File: config.mk
export PLATFORM = sky130hd
export DESIGN_NAME = multiport_register_file
export DESIGN_NICKNAME = d
export VERILOG_FILES = /design/src/rtl/regfile_pkg.sv /design/src/rtl/reg_scoreboard.sv /design/src/rtl/multiport_register_file.sv
export SDC_FILE = /design/constraint.sdc
export NUM_CORES = 2
export LEC_CHECK = 0
export ABC_CLOCK_PERIOD_IN_PS = 101500
export CAP_MARGIN = 20
export CORE_MARGIN = 4
export CORE_UTILIZATION = 45
export DETAILED_ROUTE_END_ITERATION = 7
export PLACE_DENSITY = 0.59
export SLEW_MARGIN = 10
export SYNTH_ARGS = -nofsm -noshare
export SYNTH_HDL_FRONTEND = slang
export SYNTH_SLANG_ARGS = --single-unit
File: constraint.sdc
create_clock -name clock -period 101.5 [get_ports clock]
set_clock_uncertainty 0.2 [all_clocks]
set_input_delay 20.3 -clock clock [delete_from_list [all_inputs] [get_ports clock]]
set_output_delay 20.3 -clock clock [all_outputs]
set_load 0.05 [all_outputs]
File: src/rtl/regfile_pkg.sv
// Shared types and default sizing for the integer register file.
package regfile_pkg;

    localparam int unsigned DefaultXlen    = 32;
    localparam int unsigned DefaultNumRegs = 32;
    localparam int unsigned DefaultAw      = $clog2(DefaultNumRegs);

    typedef logic [DefaultAw-1:0] reg_addr_t;

    // 'release' is a language keyword, so the release flag is named rel.
    typedef struct packed {
        logic                   en;
        reg_addr_t              addr;
        logic [DefaultXlen-1:0] data;
        logic                   rel;
    } wr_port_t;

endpackage

File: src/rtl/reg_scoreboard.sv
// Per-register pending-write bits with reserve/release/flush priority,
// a registered popcount and the un-bypassed busy lookup for each read port.
module reg_scoreboard
    import regfile_pkg::*;
#(
    parameter int unsigned NUM_REGS       = DefaultNumRegs,
    parameter int unsigned NUM_READ_PORTS = 2,
    parameter int unsigned AW             = $clog2(NUM_REGS)
) (
    input  logic                       clock,
    input  logic                       reset,
    input  logic                       flush,
    input  logic                       rsv_en,
    input  logic [AW-1:0]              rsv_addr,
    input  logic                       rel0_en,
    input  logic [AW-1:0]              rel0_addr,
    input  logic                       rel1_en,
    input  logic [AW-1:0]              rel1_addr,
    input  logic [NUM_READ_PORTS*AW-1:0] rd_addr,
    output logic [NUM_READ_PORTS-1:0]  rd_busy,
    output logic [AW:0]                busy_count
);

    logic [NUM_REGS-1:0] busy_q, busy_d;
    logic [AW:0]         count_d;

    // Next busy bits: flush, then reserve (a new producer), then release, then hold.
    always_comb begin
        busy_d    = busy_q;
        busy_d[0] = 1'b0;
        for (int unsigned r = 1; r < NUM_REGS; r++) begin
            if (flush) begin
                busy_d[r] = 1'b0;
            end else if (rsv_en && rsv_addr == AW'(r)) begin
                busy_d[r] = 1'b1;
            end else if ((rel0_en && rel0_addr == AW'(r)) ||
                         (rel1_en && rel1_addr == AW'(r))) begin
                busy_d[r] = 1'b0;
            end
        end
    end

    // Popcount of the next-state bits so the count moves on the same edge.
    always_comb begin
        count_d = '0;
        for (int unsigned r = 0; r < NUM_REGS; r++) begin
            count_d = count_d + (AW+1)'(busy_d[r]);
        end
    end

    // Busy bits and count register.
    always_ff @(posedge clock or posedge reset) begin
        if (reset) begin
            busy_q     <= '0;
            busy_count <= '0;
        end else begin
            busy_q     <= busy_d;
            busy_count <= count_d;
        end
    end

    // Stored busy bit for each read port; bit 0 is never set.
    always_comb begin
        rd_busy = '0;
        for (int unsigned k = 0; k < NUM_READ_PORTS; k++) begin
            rd_busy[k] = busy_q[rd_addr[k*AW +: AW]];
        end
    end

endmodule

File: src/rtl/multiport_register_file.sv
// Integer register file: N combinational read ports, two write ports,
// optional read-during-write bypass, pending-write scoreboard and debug tap.
module multiport_register_file
    import regfile_pkg::*;
#(
    parameter int unsigned XLEN           = DefaultXlen,
    parameter int unsigned NUM_REGS       = DefaultNumRegs,
    parameter int unsigned NUM_READ_PORTS = 2,
    parameter bit          BYPASS         = 1'b1,
    parameter int unsigned AW             = $clog2(NUM_REGS)
) (
    input  logic                           clock,
    input  logic                           reset,
    input  logic [NUM_READ_PORTS*AW-1:0]   rd_addr,
    output logic [NUM_READ_PORTS*XLEN-1:0] rd_data,
    output logic [NUM_READ_PORTS-1:0]      rd_busy,
    input  logic                           wr0_en,
    input  logic [AW-1:0]                  wr0_addr,
    input  logic [XLEN-1:0]                wr0_data,
    input  logic                           wr0_release,
    input  logic                           wr1_en,
    input  logic [AW-1:0]                  wr1_addr,
    input  logic [XLEN-1:0]                wr1_data,
    input  logic                           wr1_release,
    input  logic                           rsv_en,
    input  logic [AW-1:0]                  rsv_addr,
    input  logic                           flush,
    input  logic [AW-1:0]                  dbg_addr,
    output logic [XLEN-1:0]                dbg_data,
    output logic [AW:0]                    busy_count
);

    logic [XLEN-1:0]           mem_q [NUM_REGS];
    logic [NUM_READ_PORTS-1:0] sb_busy;
    logic                      rel0_en, rel1_en;

    assign rel0_en = wr0_en && wr0_release;
    assign rel1_en = wr1_en && wr1_release;

    reg_scoreboard #(
        .NUM_REGS       (NUM_REGS),
        .NUM_READ_PORTS (NUM_READ_PORTS),
        .AW             (AW)
    ) u_scoreboard (
        .clock      (clock),
        .reset      (reset),
        .flush      (flush),
        .rsv_en     (rsv_en),
        .rsv_addr   (rsv_addr),
        .rel0_en    (rel0_en),
        .rel0_addr  (wr0_addr),
        .rel1_en    (rel1_en),
        .rel1_addr  (wr1_addr),
        .rd_addr    (rd_addr),
        .rd_busy    (sb_busy),
        .busy_count (busy_count)
    );

    // Storage; W1 is applied last so it wins on an address collision.
    always_ff @(posedge clock or posedge reset) begin
        if (reset) begin
            for (int unsigned r = 0; r < NUM_REGS; r++) begin
                mem_q[r] <= '0;
            end
        end else begin
            if (wr0_en && wr0_addr != '0) begin
                mem_q[wr0_addr] <= wr0_data;
            end
            if (wr1_en && wr1_addr != '0) begin
                mem_q[wr1_addr] <= wr1_data;
            end
        end
    end

    // Read ports with optional bypass of same-cycle write data and release.
    always_comb begin
        rd_data = '0;
        rd_busy = '0;
        for (int unsigned k = 0; k < NUM_READ_PORTS; k++) begin
            logic [AW-1:0] a;
            a = rd_addr[k*AW +: AW];
            if (a == '0) begin
                rd_data[k*XLEN +: XLEN] = '0;
            end else if (BYPASS && wr1_en && wr1_addr == a) begin
                rd_data[k*XLEN +: XLEN] = wr1_data;
            end else if (BYPASS && wr0_en && wr0_addr == a) begin
                rd_data[k*XLEN +: XLEN] = wr0_data;
            end else begin
                rd_data[k*XLEN +: XLEN] = mem_q[a];
            end
            rd_busy[k] = sb_busy[k] &&
                         !(BYPASS && ((rel0_en && wr0_addr == a) ||
                                      (rel1_en && wr1_addr == a)));
        end
    end

    // Debug tap reads stored contents only.
    always_comb begin
        dbg_data = (dbg_addr == '0) ? '0 : mem_q[dbg_addr];
    end

endmodule

* Word level (Yosys, flattened, before mapping) *
Cells that the tools add are included.

word-level totals
  bits in registers = 1,061
  logic and storage cells = 445

operators by class
  $add $sub $neg = 30
  $lt $le $gt $ge = 9
  equality and inequality tests = 97
  muxes and demuxes = 121
  bitwise gates (word level) = 5
  reduce and logical (&&, ||, !) cells = 149

operators with widths
  cell                  number
  $bwmux W1024          2
  $mux W1024            2
  $bmux W32 S5          3
  $mux W32              15
  $demux W32 S5         2
  $eq A5 B5 Y1 const B  48
  $add A6 B1 Y6         29
  $eq A5 B4 Y1 const B  24
  $logic_and A1 B1 Y1   109
  $mux W1               95
  $eq A5 B3 Y1 const B  12
  $logic_or A1 B1 Y1    33
  $eq A5 B2 Y1 const B  6
  $ge A6 B6 Y1 const B  5
  $not A5 Y6            5
  $eq A5 B5 Y1          4
  $eq A5 B1 Y1 const B  3
  $logic_not A5 Y1      3
  $lt A5 B6 Y1 const B  2
  $lt A6 B1 Y1 const B  2
  $bmux W1 S5           2
  $reduce_bool A5 Y1    2
  $add A1 B1 Y2         1
  $logic_not A1 Y1      2

* Logic depth before layout (Yosys ltp) *
  depth after elaboration = 36
  mapped depth = 22
  mapped depth without buffers = 21

* By module *
A second synthesis with hierarchy kept.

second synthesis, totals
  cell total of the unflattened synthesis = 7,414
  area total of the unflattened synthesis = 76,887.5 µm²

modules (own cells, without submodules)
  module                   instances  cells an instance  area each (µm²)  sequential area each (µm²)
  multiport_register_file  1          7,051              73,500.5         25,624.6
  reg_scoreboard           1          363                3,387.0          925.9

* Worst setup path before layout *
No wires, ideal clock.

  path type = input port to output port
  from = input port rd_addr[8]
  to = output port rd_data[35]
  arrival time = 22.883 ns
  data required time = 81.000 ns
  slack = 58.117 ns
  stages on the path = 9
  cells stage by stage = buf_4 xor2_1 nor4_1 and3_1 buf_2 or3_1 clkbuf_1 clkbuf_1 o32ai_1

between the ends
  longest elaborated chain between the ends = 7
  elaborated cells on any way between the ends = 12

ends and longest elaborated chain
  item                                          line                           RTL
  start, declared                               multiport_register_file.sv:14  input logic [NUM_READ_PORTS*AW-1:0] rd_addr,
  $not A5 Y6 (implied by the code)              multiport_register_file.sv:89  rd_data[k*XLEN +: XLEN] = mem_q[a];
  $bmux W32 S5                                  multiport_register_file.sv:89
  $mux W32 (implied by the code) (2 in series)  multiport_register_file.sv:89
  $mux W32                                      multiport_register_file.sv:86  end else if (BYPASS && wr0_en && wr0_addr == a) begin
  $mux W32                                      multiport_register_file.sv:84  end else if (BYPASS && wr1_en && wr1_addr == a) begin
  $mux W32 (*)                                  multiport_register_file.sv:82  if (a == '0) begin
  end, declared                                 multiport_register_file.sv:15  output logic [NUM_READ_PORTS*XLEN-1:0] rd_data,

Every way passes the cells marked *; elsewhere a longest branch is shown, timed or not. The select of a mux whose other input is x is not followed.

* Worst setup path after layout *
  from = input port rd_addr[0]
  to = output port rd_data[10]

The elaborated chain is that of the path after synthesis.

==> qor.csv <==
metric,value,unit
start_util,45.5,%
grt.total_usage,39.5,%
area_growth,10.3,%
cp-startpoint,rd_addr[0],
path_class,in -> out,
dp_slack,55570,ps
firstDrtPassIters,6,
fin_crit,46140,ps
grt_pass1_vias,63128,
reg2reg_from,u_scoreboard.busy_q[1],
die_w,420,um
slew_violations,0,
cap_viol_max_count,0,
async_reset_ff_share,100,%
clockRootBuffer,clkbuf_16,
htreeDepth,4,
fmax,21.7,MHz
finalNonFillerCells,9285,
p_int,1.08,mW
fp.dieH,420,um
required,81000,ps
outcome,"complete, no violations",
drc,0,
routed_wl,352000,um
pin_count,206,
reg2reg_setup_slack,96120,ps
fin_util,50.1,%
clock-sinks,1061,
syn_inst,7322,
cts_resized,0,
ir_drop,21.7,uV
critPathLaunchType,input port,
path_buf_inv,5,
seq_power_share,38.6,%
yosys-top-cells-count,"mux2i_1, dfrtp_1, nor2_1, a21oi_1, mux4_2",
clk_pin_slew_worst_paths,60,ps
placed_cells,9030,
min_from,mem_q[1012],
slowest_stage,clkdlybuf4s50_1,
power_frac_clock,30.6,%
layout_setup_ws,55360,ps
wl_per_cell,37.9,um
synthTopCellsByArea,"dfrtp_1, mux2i_1, mux4_2, a21oi_1, nor2_1",
hp-class,reg -> reg,
slew-limit-headroom,13.1,%
vias_per_cell,7.13,
setup_viol,0,
slowest_delay,980,ps
cp-endpoint,rd_data[10],
clk_path_buf_depth,3,
critical_path.most_common_cell,buf_4,
nNetsFinal,7097,
grt_pass1_wl,493000,um
antenna_found_initial,17,
grt_remaining_overflow,0,
reg2reg_depth,16,
grt_max_degree,169,
nFillCells,15128,
syn_avg_cell_area,10.4,um^2
synth.net_count,7456,
cts_setup_buffers,0,
crit_fanout,42,
netlist-cell-type-count,62,
dr_total_vias,66238,
crit_chain,buf_8 -> buf_4 -> buf_4 -> buf_4 -> mux4_2 -> mux2i_1 -> nor2_1 -> a211oi_1 -> o32ai_1 -> clkdlybuf4s50_1,
drive_gt1_share,17.1,%
cp-end-kind,output pin,
die_area,176000,um^2
place_congestion,0.926,
synth_edf_count,0,
clk_latency,810,ps
ys_ff_latch,1061,
coreArea,168000,um^2
sw_frac_of_total,35.2,%
synth_top_area_share,34.8,%
hold_viol,0,
postCtsHoldBufs,0,
numPortBuffers,205,
yosysMostFrequentCell,mux2i_1,
fp-row-count,150,
crit_family,buffers and inverters,
yosys_warnings,0,
worstMarginPinSlew,1300,ps
synth-seq-area-share,34.8,%
leakage,34.7,nW
power_density,19.9,nW/um^2
combPwrFrac,30.7,%
period_share,45.5,%
drt_iter0_drc,9827,
dp_hpwl,201000,um
ant_nets,0,
crit_cells,10,
rsz0062_at_grt,no,
critical_path_arrival,25640,ps
synth_area,76300,um^2
finalSetupTns,0,ps
synth_top_area_cell,dfrtp_1,
p_switching,0.588,mW
cts_tree,built,
ys.flop_type,dfrtp_1,
timing.rr.end,u_scoreboard.busy_count[4],
numCtsBuffers,131,
[cell families (layout without fill, tap and decap cells)]
family	Yosys count	after routing	synth area share, %
other cells	0	15	0
buf+inv	1010	754	5.72
compound gates	1614	1614	12.6
xor+xnor	23	23	0.264
fa+ha+maj	32	32	0.751
simple gates	1441	1441	7.75
flops	1061	1061	34.8
mux	2141	2141	38.1
[metal layers]
metal | track usage [%] | wire, um | vias up
met2 | 56.4 | 149000 | 5510
met5 | 0.500 | 105 | -
met4 | 29.3 | 31700 | 10
met3 | 13.9 | 48300 | 1522
li1 | - | - | 26483
met1 | 49.2 | 123000 | 32713
[per-stage QoR]
stage          power (mW)  instance area, um^2  hold slack (ps)
2_1_floorplan       0.988                76300              258
3_3_place_gp         1.13                79400              193
3_5_place_dp         1.15                79400              202
4_1_cts              1.66                84000              215
5_1_grt              1.74                84100              227
6_report             1.67                84100              214
[sequential cells by signal (all words and copies together), names as in the netlist]
name / count
u_scoreboard.busy_q: 31
mem_q: 1024
u_scoreboard.busy_count: 6
[worst reg2reg max path: cells and delay by family (launching register included)]
kind	cells	cell delay, ps
AO/OA/AOI/OAI	3	570
adder cells (fa/ha/maj)	9	3810
AND/OR/NAND/NOR	1	90
flip-flops	1	390
buffers and inverters	2	90
XOR/XNOR	1	140
[worst min-delay path by stage]
stage | to | slack [ps] | cells past startpoint
6_report | mem_q[1012] | 210 | 0
5_1_grt | mem_q[1019] | 230 | 0
4_1_cts | mem_q[995] | 220 | 0
3_5_place_dp | mem_q[995] | 200 | 0
3_3_place_gp | mem_q[999] | 190 | 0
2_1_floorplan | mem_q[1000] | 260 | 1
[placed cells by master, fill, tap and decap left out, types with 147 or more instances in the layout]
master / instances
a21oi_1: 732
clkdlybuf4s50_1: 190
nand2_1: 482
nor2_1: 722
buf_4: 230
mux4_2: 596
a22oi_1: 147
o21ai_0: 296
dfrtp_1: 1061
mux2i_1: 1498
[layout make-up]
class	count	area, um^2	share of cell area, %
Antenna cell	15	37.5	0.0446
Clock buffer	186	3930	4.67
Clock inverter	50	671	0.797
Inverter	79	305	0.363
Multi-Input combinational cell	5251	45900	54.6
Sequential cell	1061	26600	31.6
Tap cell	2204	2760	3.28
Timing Repair Buffer	439	3950	4.69
[power groups by stage]
stage	Clock (mW)	Combinational [mW]	Sequential [mW]
after floorplan	0	0.376	0.611
after global placement	0	0.494	0.640
after detailed placement	0	0.503	0.647
after CTS	0.514	0.505	0.641
after global routing	0.531	0.545	0.662
final	0.512	0.514	0.647
No activity file was read; power rests on OpenSTA's default activity.
